[src/rtl/reg_write_arb.sv]
// Two-requester write arbiter for a shared register.
// A two-state FSM (IDLE/GRANT) grants one requester per GRANT cycle.
// Contention is resolved round-robin against the last winner.
// The shared register is a bank of per-bit flops, each with an enable mux
// that feeds its own output back when EN is low.
module reg_write_arb #(
  parameter int WIDTH = 8
) (
  input  logic             clk,
  input  logic             CLR,
  input  logic             REQ0,
  input  logic [WIDTH-1:0] D0,
  input  logic             REQ1,
  input  logic [WIDTH-1:0] D1,
  output logic             GNT0,
  output logic             GNT1,
  output logic             EN,
  output logic [WIDTH-1:0] Q,
  output logic             BUSY,
  output logic [3:0]       WCNT
);

  typedef enum logic {IDLE, GRANT} state_t;

  state_t           state;
  logic             winner;   // 0 = requester 0, 1 = requester 1
  logic             last;     // winner of the most recent committed write
  logic             pick;     // requester chosen if a grant starts this edge
  logic [WIDTH-1:0] d_sel;    // data presented to the register

  // Both requesting: take the one that did not win last time.
  // Otherwise the single active requester (REQ1 alone -> 1, REQ0 alone -> 0).
  assign pick  = (REQ0 && REQ1) ? ~last : REQ1;
  assign d_sel = winner ? D1 : D0;
  assign BUSY  = (state == GRANT);

  // Arbitration FSM with registered grant/enable outputs and write counter
  always_ff @(posedge clk or posedge CLR) begin
    if (CLR) begin
      state  <= IDLE;
      winner <= 1'b0;
      last   <= 1'b1;
      GNT0   <= 1'b0;
      GNT1   <= 1'b0;
      EN     <= 1'b0;
      WCNT   <= 4'd0;
    end else begin
      case (state)
        IDLE: begin
          if (REQ0 || REQ1) begin
            state  <= GRANT;
            winner <= pick;
            GNT0   <= ~pick;
            GNT1   <= pick;
            EN     <= 1'b1;
          end
        end
        GRANT: begin
          // The write commits on this edge; the grant always lasts one cycle.
          state <= IDLE;
          GNT0  <= 1'b0;
          GNT1  <= 1'b0;
          EN    <= 1'b0;
          last  <= winner;
          WCNT  <= WCNT + 4'd1;
        end
        default: begin
          state <= IDLE;
          GNT0  <= 1'b0;
          GNT1  <= 1'b0;
          EN    <= 1'b0;
        end
      endcase
    end
  end

  // Shared register: one enabled flop per bit, holding through feedback
  for (genvar i = 0; i < WIDTH; i++) begin : g_bit
    logic bit_q;
    logic bit_d;

    assign bit_d = EN ? d_sel[i] : bit_q;
    assign Q[i]  = bit_q;

    // Per-bit storage element, cleared asynchronously
    always_ff @(posedge clk or posedge CLR) begin
      if (CLR) bit_q <= 1'b0;
      else     bit_q <= bit_d;
    end
  end

endmodule

[config.mk]
export PLATFORM = sky130hd
export DESIGN_NAME = reg_write_arb
export DESIGN_NICKNAME = d
export VERILOG_FILES = /design/src/rtl/reg_write_arb.sv
export SDC_FILE = /design/constraint.sdc
export NUM_CORES = 1
export LEC_CHECK = 0
export ABC_AREA = 1
export CORE_UTILIZATION = 25
export CTS_CLUSTER_DIAMETER = 200
export DETAILED_ROUTE_END_ITERATION = 8
export PLACE_DENSITY = 0.51
export REMOVE_ABC_BUFFERS = 1
export SYNTH_ARGS = -nofsm -noshare
export SYNTH_HDL_FRONTEND = slang
export SYNTH_SLANG_ARGS = --single-unit
[constraint.sdc]
create_clock -name clk -period 1.12 [get_ports clk]
set_input_delay 0.28 -clock clk [delete_from_list [all_inputs] [get_ports clk]]
set_output_delay 0.28 -clock clk [all_outputs]
set_load 0.05 [all_outputs]
Yosys cells after proc, flatten, opt, wreduce, memory -nomap -nowiden
Cells that the tools add are included.

Register bits after elaboration: 18. Bits in read-only memories: 0. Memories kept: 0. Latch bits: 0. Memory bits (writable): 0. Bits of input ports: 20.

Multiply operators: 0. Reductions and logical operators: 3. Order comparisons: 0. Equal/unequal tests: 1. Shifts and indexed selects: 0. Div/mod/pow operators: 0. Bitwise logic cells: 3. $add $sub $neg: 1. Multiplexer cells: 10.

Operator list (count): 8-bit 2-to-1 mux (1); 1-bit case mux with 2 select lines (4); 1-bit 2-to-1 mux (5); 4-bit by 1-bit adder with 4-bit output (second input constant) (1); 1-bit inverter (3); 2-bit != test (second input constant) (1); 2-bit AND reduction (1); 1-bit logical AND (1); 1-bit logical OR (1).

Logic depth before layout (Yosys ltp)
Gate-level depths: netlist (run 1).

Depth after elaboration: 5. Gate-level depth with buffers: 5. Depth with buffers taken out: 4.

Worst setup path after synthesis (run 1)
Ideal clock, no wire load.

Kind: register to register. From: register WCNT[0]. To: register WCNT[2]. Library setup time: 0.119 ns. Data arrival time: 1.101 ns. Stages on the path, launching flop included: 5. Slack: -0.100 ns. Path through: dfrtp_1 -> ha_1 -> nand2_1 -> xor2_1 -> inv_1.

Cells in the longest elaborated chain, start to end: 1.

RTL lines: from (decl) (RTL line 20) `output logic [3:0] WCNT`; from (signal assigned) (RTL line 65) `WCNT <= WCNT + 4'd1;`; 4-bit by 1-bit adder with 4-bit output (RTL line 65).

Every way passes these cells. A chain may end at the register's enable or synchronous reset.

Worst setup path in the final report (run 1)
From: register WCNT[0]. To: output WCNT[0].

No word-level cell between the ends.

==> results of run 1 <==
[cell usage after synthesis (all sizes together)]
master / count
nand2: 20
o21ai: 18
dfrtp: 17
nor2: 13
buf: 9
inv: 6
nand3: 3
xor2: 2
a21oi: 1
dfstp: 1
ha: 1
nor3: 1
[critical path: stages (launching register included)]
cell and delay (ns):
dfrtp_1 0.41, buf_6 0.13, buf_12 0.14
[registers in the layout, indices dropped and copies added, names as in the netlist]
signal and cells:
GNT0 1, g_bit.bit_q 8, BUSY 1, WCNT 4, EN 1, GNT1 1
winner 1, last 1
[power by group]
group	internal [W]	switching (W)
sequential	0.000853	0.000223
clock	0.000138	0.000194
combinational	0.00108	0.00104
[per-stage QoR]
step	utilization	setup TNS [ns]	power, W	hold WS, ns
CTS	0.463	-0.865	0.00341	0.285
global route	0.479	-1.48	0.00373	0.283
global placement	0.437	-0.233	0.00289	0.472
floorplan	-	-0.533	0.00189	0.218
finish	0.479	-0.676	0.00352	0.292
detailed placement	0.437	-0.594	0.00291	0.474
[layer usage]
metal / vias to the layer above / global-route usage
met2: 19 / 0.226
li1: 372 / -
met1: 338 / 0.163
met5: - / 0
met3: 0 / 0.0328
met4: 0 / 0.0510
[placed cells by master, fill, tap and decap left out, drive strengths merged]
cell type	n
inv	5
dfrtp	17
o21ai	18
nor3	1
clkdlybuf4s50	19
nand3	3
dfstp	1
ha	1
xor2	2
clkbuf	4
nand2	20
a21oi	1
nor2	13
clkinvlp	1
buf	29
[final cells by class]
cell class                 count  area, um^2
fill                         301        1600
timing repair buffer          48         628
sequential                    18         455
multi-input combinational     59         284
tap                           44        55.1
clock buffer                   4        26.3
inverter                       6        26.3
[cells by family (layout without fill, tap and decap cells)]
kind of cell,count (synthesis),after routing,share of synthesized area
compound gates,19,19,0.117
xor+xnor,2,2,0.0215
fa+ha+maj,1,1,0.0154
buf+inv,15,58,0.115
flops,18,18,0.555
simple gates,37,37,0.177
[repair_timing]
| action | in CTS | in global routing |
|---|---|---|
| gates resized for setup | 5 | 4 |
| pin swaps | 1 | 1 |
| setup endpoints to repair | 16 | 18 |
| setup buffers | 6 | 4 |
[how the worst max path moves through the flow]
stage                  from  endpoint  slack, ns  cells after the start
floorplan           WCNT[0]   WCNT[2]      -0.12                      4
global placement       REQ1      GNT0      -0.10                      5
detailed placement     REQ1      GNT0      -0.19                      5
CTS                 WCNT[0]   WCNT[0]      -0.13                      2
global route        WCNT[0]   WCNT[0]      -0.18                      2
finish              WCNT[0]   WCNT[0]      -0.13                      2
==> results.cfg, run 1 <==
[global_route]
antenna_found_initial = 0
grt_pass1_vias = 751
globalRouteOverflowTotal = 0
grt_max_degree = 19
grt_usage = 0.133
grt_pass1_wl_um = 3410

[place]
dp_slack_ns = -0.190
gp_congestion = 0.663
dp_hpwl_um = 1390
io_buffers = 35
dp_cells = 165
placed_area_um2 = 1340

[clocking]
path_clk_slew_ns = 0.10
clock_latency_ns = 0.29
clockRootBuffer = clkbuf_4
hold_buffers = 0
cts_tree = built
cts_buffer_depth = 2
cts_sinks = 18
cts_buffers = 3
cts_max_level = 1

[final_layout]
instances_no_fill = 179
antenna_cells = 0
fin_nets = 157
synthToLayoutAreaGrowth_pct = 81.1
layout-drive-gt1-share = 0.304
final_area_um2 = 1480

[floorplanning]
rows = 20
dieArea_um2 = 3490
pin_count = 36
die_x_um = 59.1
core_um2 = 3080
start_util = 0.265
die_y_um = 59.1

[timing]
drv_slew = 0
worstMarginPinSlew_ns = 0.272
setup_slack_ns = -0.130
period_needed_ns = 1.25
grt_setup_unrepaired = true
post-route-period-util = 1.12
fmax_ghz = 0.800
fin_skew_ns = 0.00133
setup_viol = 16
max-slew-margin-rel = 0.818
hold_viol = 0

[worst_setup_path]
r2r_cells = 5
arrival_ns = 0.97
end_kind = primary output
worstPathRequired_ns = 0.84
crit_fanout = 2
crit_type = flip-flop to primary output
cp-start-kind = flip-flop
r2r_slack_ns = 0.06
reg2reg_from = WCNT[1]
r2r_end = WCNT[2]

[synthesis]
synth_top_area_share = 0.522
yosysSeqAreaShare = 0.555
syn_inst = 92
yosysWarnings = 0
synthTopCellsByArea = dfrtp_1 (52%), nand2_1 (9.2%), buf_4 (7.4%)
yosys.area.top_type = dfrtp_1
ys_seq_elements = 18
syn_area_per_cell_um2 = 8.85
netlist_area_um2 = 815
synth_cell_types = 15

[routing]
routed_wl_um = 2020
drt_iter0_drc = 10
final_antenna_net_count = 0
drcViolationCount = 0
vias_per_cell = 4.07
wl_met1_um = 903
wl_met3_um = 110
wl_met2_um = 1010
drt_first_pass_iters = 4
top_layer_used = met3
vias = 729
wire_per_inst_um = 11.3

[status]
status = complete, but fails checks
violations = negative setup slack

[flow_run]
maxCapViolCount = 0

[worst_hold_path]
worstHoldPathType = primary input to async pin

[power]
vdd.ir_drop.worst_v = 0.00160
leakage_nw = 0.660
power.density_nw_per_um2 = 2390
No activity file was read; power rests on OpenSTA's default activity.
==> run 2: changes to the inputs <==
CAP_MARGIN = 15   (was default)
GPL_ROUTABILITY_DRIVEN = 0   (was default)
==> results of run 2 <==
Same layout as run 1: the final DEF is identical, and so are final timing and power.
==> run 3: changes to the inputs <==
DONT_BUFFER_PORTS = 1   (was default)
PLACE_DENSITY = 0.37   (was 0.51)
==> run 3 against run 2 <==
The run still ends with negative setup slack left. Clock power up 21%. Critical path type unchanged. Via count decreased by 10%. Largest power group unchanged. Worst setup slack better by 0.085 ns. Clock skew about the same.
==> results.cfg, run 3 (synthesis results as in run 1) <==
[status]
status = complete, but fails checks
violations = negative setup slack

[timing]
hold_slack_ns = 0.145
hold_viol = 0
setup_viol = 10
setup_slack_ns = -0.0456
drv_slew = 0
max-slew-margin-rel = 0.816
post-route-period-util = 1.04
worstMarginPinSlew_ns = 0.276
fin_skew_ns = 0.00108
fmax_ghz = 0.858
grt_setup_unrepaired = true
period_needed_ns = 1.17

[power]
p_sw_w = 0.00131
internal_power_w = 0.00160
vdd.ir_drop.worst_v = 0.000973
swShare = 0.450
leakage_nw = 0.498
p_clk_frac = 0.138
p_comb_frac = 0.453
p_seq_frac = 0.409
power.density_nw_per_um2 = 2710

[worst_setup_path]
r2r_end = WCNT[2]
crit_fanout = 3
end_kind = primary output
arrival_ns = 0.89
cpLargestDelayFamily = flip-flops
cp_cell_sequence = buf_12
cp-start-kind = flip-flop
timing.critical_path.buf_inv = 1
cpMaxStageDelayCell = dfrtp_2
worstPathRequired_ns = 0.84
r2r_slack_ns = 0.06
max_stage_delay_ns = 0.44
reg2reg_from = WCNT[0]
crit_type = flip-flop to primary output
cp_num_cells = 1
r2r_cells = 5

[clocking]
cts_sinks = 18
cts_max_level = 1
cts_buffers = 3
clockRootBuffer = clkbuf_4
cts_buffer_depth = 2
cts_tree = built
clock_latency_ns = 0.29
path_clk_slew_ns = 0.10

[floorplanning]
start_util = 0.265
pin_count = 36
die_y_um = 59.1
rows = 20
core_um2 = 3080
dieArea_um2 = 3490
die_x_um = 59.1

[final_layout]
antenna_cells = 0
synthToLayoutAreaGrowth_pct = 31.8
fin_util = 0.349
regMostFlops = g_bit.bit_q
largest_reg_flops = 8
regArea_um2 = 462
multiInputGateArea_um2 = 269
fill_cells = 327
reg_top3 = g_bit.bit_q (8), WCNT (4)
final_common_cell = nand2_1
fin_nets = 131
layout-drive-gt1-share = 0.330
layout_common_cells = nand2_1 (20), nor2_1 (13), o21ai_1 (10), buf_4 (10)

[place]
dp_hpwl_um = 1240
dp_slack_ns = 0.125
io_buffers = 0

[routing]
vias = 655
routed_wl_um = 1770
drcViolationCount = 0
drt_iter0_drc = 12
vias_per_cell = 4.28
wire_per_inst_um = 11.6
drt_first_pass_iters = 2
final_antenna_net_count = 0

[worst_hold_path]
hp-start = REQ1
holdPathStages = 3
hold_end = GNT0
worstHoldPathType = primary input to flip-flop

[global_route]
grt_pass1_wl_um = 2690
grt_usage = 0.104
grt_pass1_vias = 583
grt_max_degree = 19
antenna_found_initial = 0
globalRouteOverflowTotal = 0

[flow_run]
maxCapViolCount = 0
==> run 3: layer usage <==
layer  up-vias  track usage  share of wire
li1        323            -              -
met1       310        0.130           0.44
met2        20        0.161           0.48
met3         2       0.0480          0.073
met4         0       0.0306         0.0090
met5         -            0              0
==> run 3: layout make-up <==
type | instances | area share
inverters | 6 | 0.0233
clock buffers | 4 | 0.0338
repair buffers | 22 | 0.211
multi-input cells | 59 | 0.251
well taps | 44 | 0.0513
flip-flops and latches | 18 | 0.430
==> run 3: worst max path at each step <==
stage,startpoint,endpoint
after CTS,BUSY,BUSY
after floorplan,WCNT[0],WCNT[2]
after detailed placement,EN,g_bit[0].bit_q
final,BUSY,BUSY
after global placement,EN,EN
after global routing,BUSY,BUSY
==> run 3: timing repair <==
item                                    4_1_cts  5_1_grt
setup buffers                                 7        3
pin swaps                                     0        2
endpoints found under the setup margin       16       17
hold buffers                                  1        0
resized for setup                            16        2
hold endpoints to repair                     17        0
cloned                                        0        0
==> run 3: power groups by stage <==
stage                     registers, W  clock network, W  logic (W)
after floorplan                0.00161                 0   0.000282
after global placement         0.00120                 0    0.00103
after detailed placement       0.00121                 0    0.00103
after CTS                      0.00119          0.000426    0.00128
after global routing           0.00121          0.000447    0.00142
final                          0.00119          0.000401    0.00132
==> run 3: per-stage QoR <==
step	std cells	area, um^2	power [W]	setup TNS, ns
floorplan	83	743	0.00189	-0.533
global placement	138	906	0.00222	0
detailed placement	138	906	0.00223	0
CTS	150	1040	0.00289	-0.404
global route	153	1070	0.00308	-0.724
finish	153	1070	0.00291	-0.203
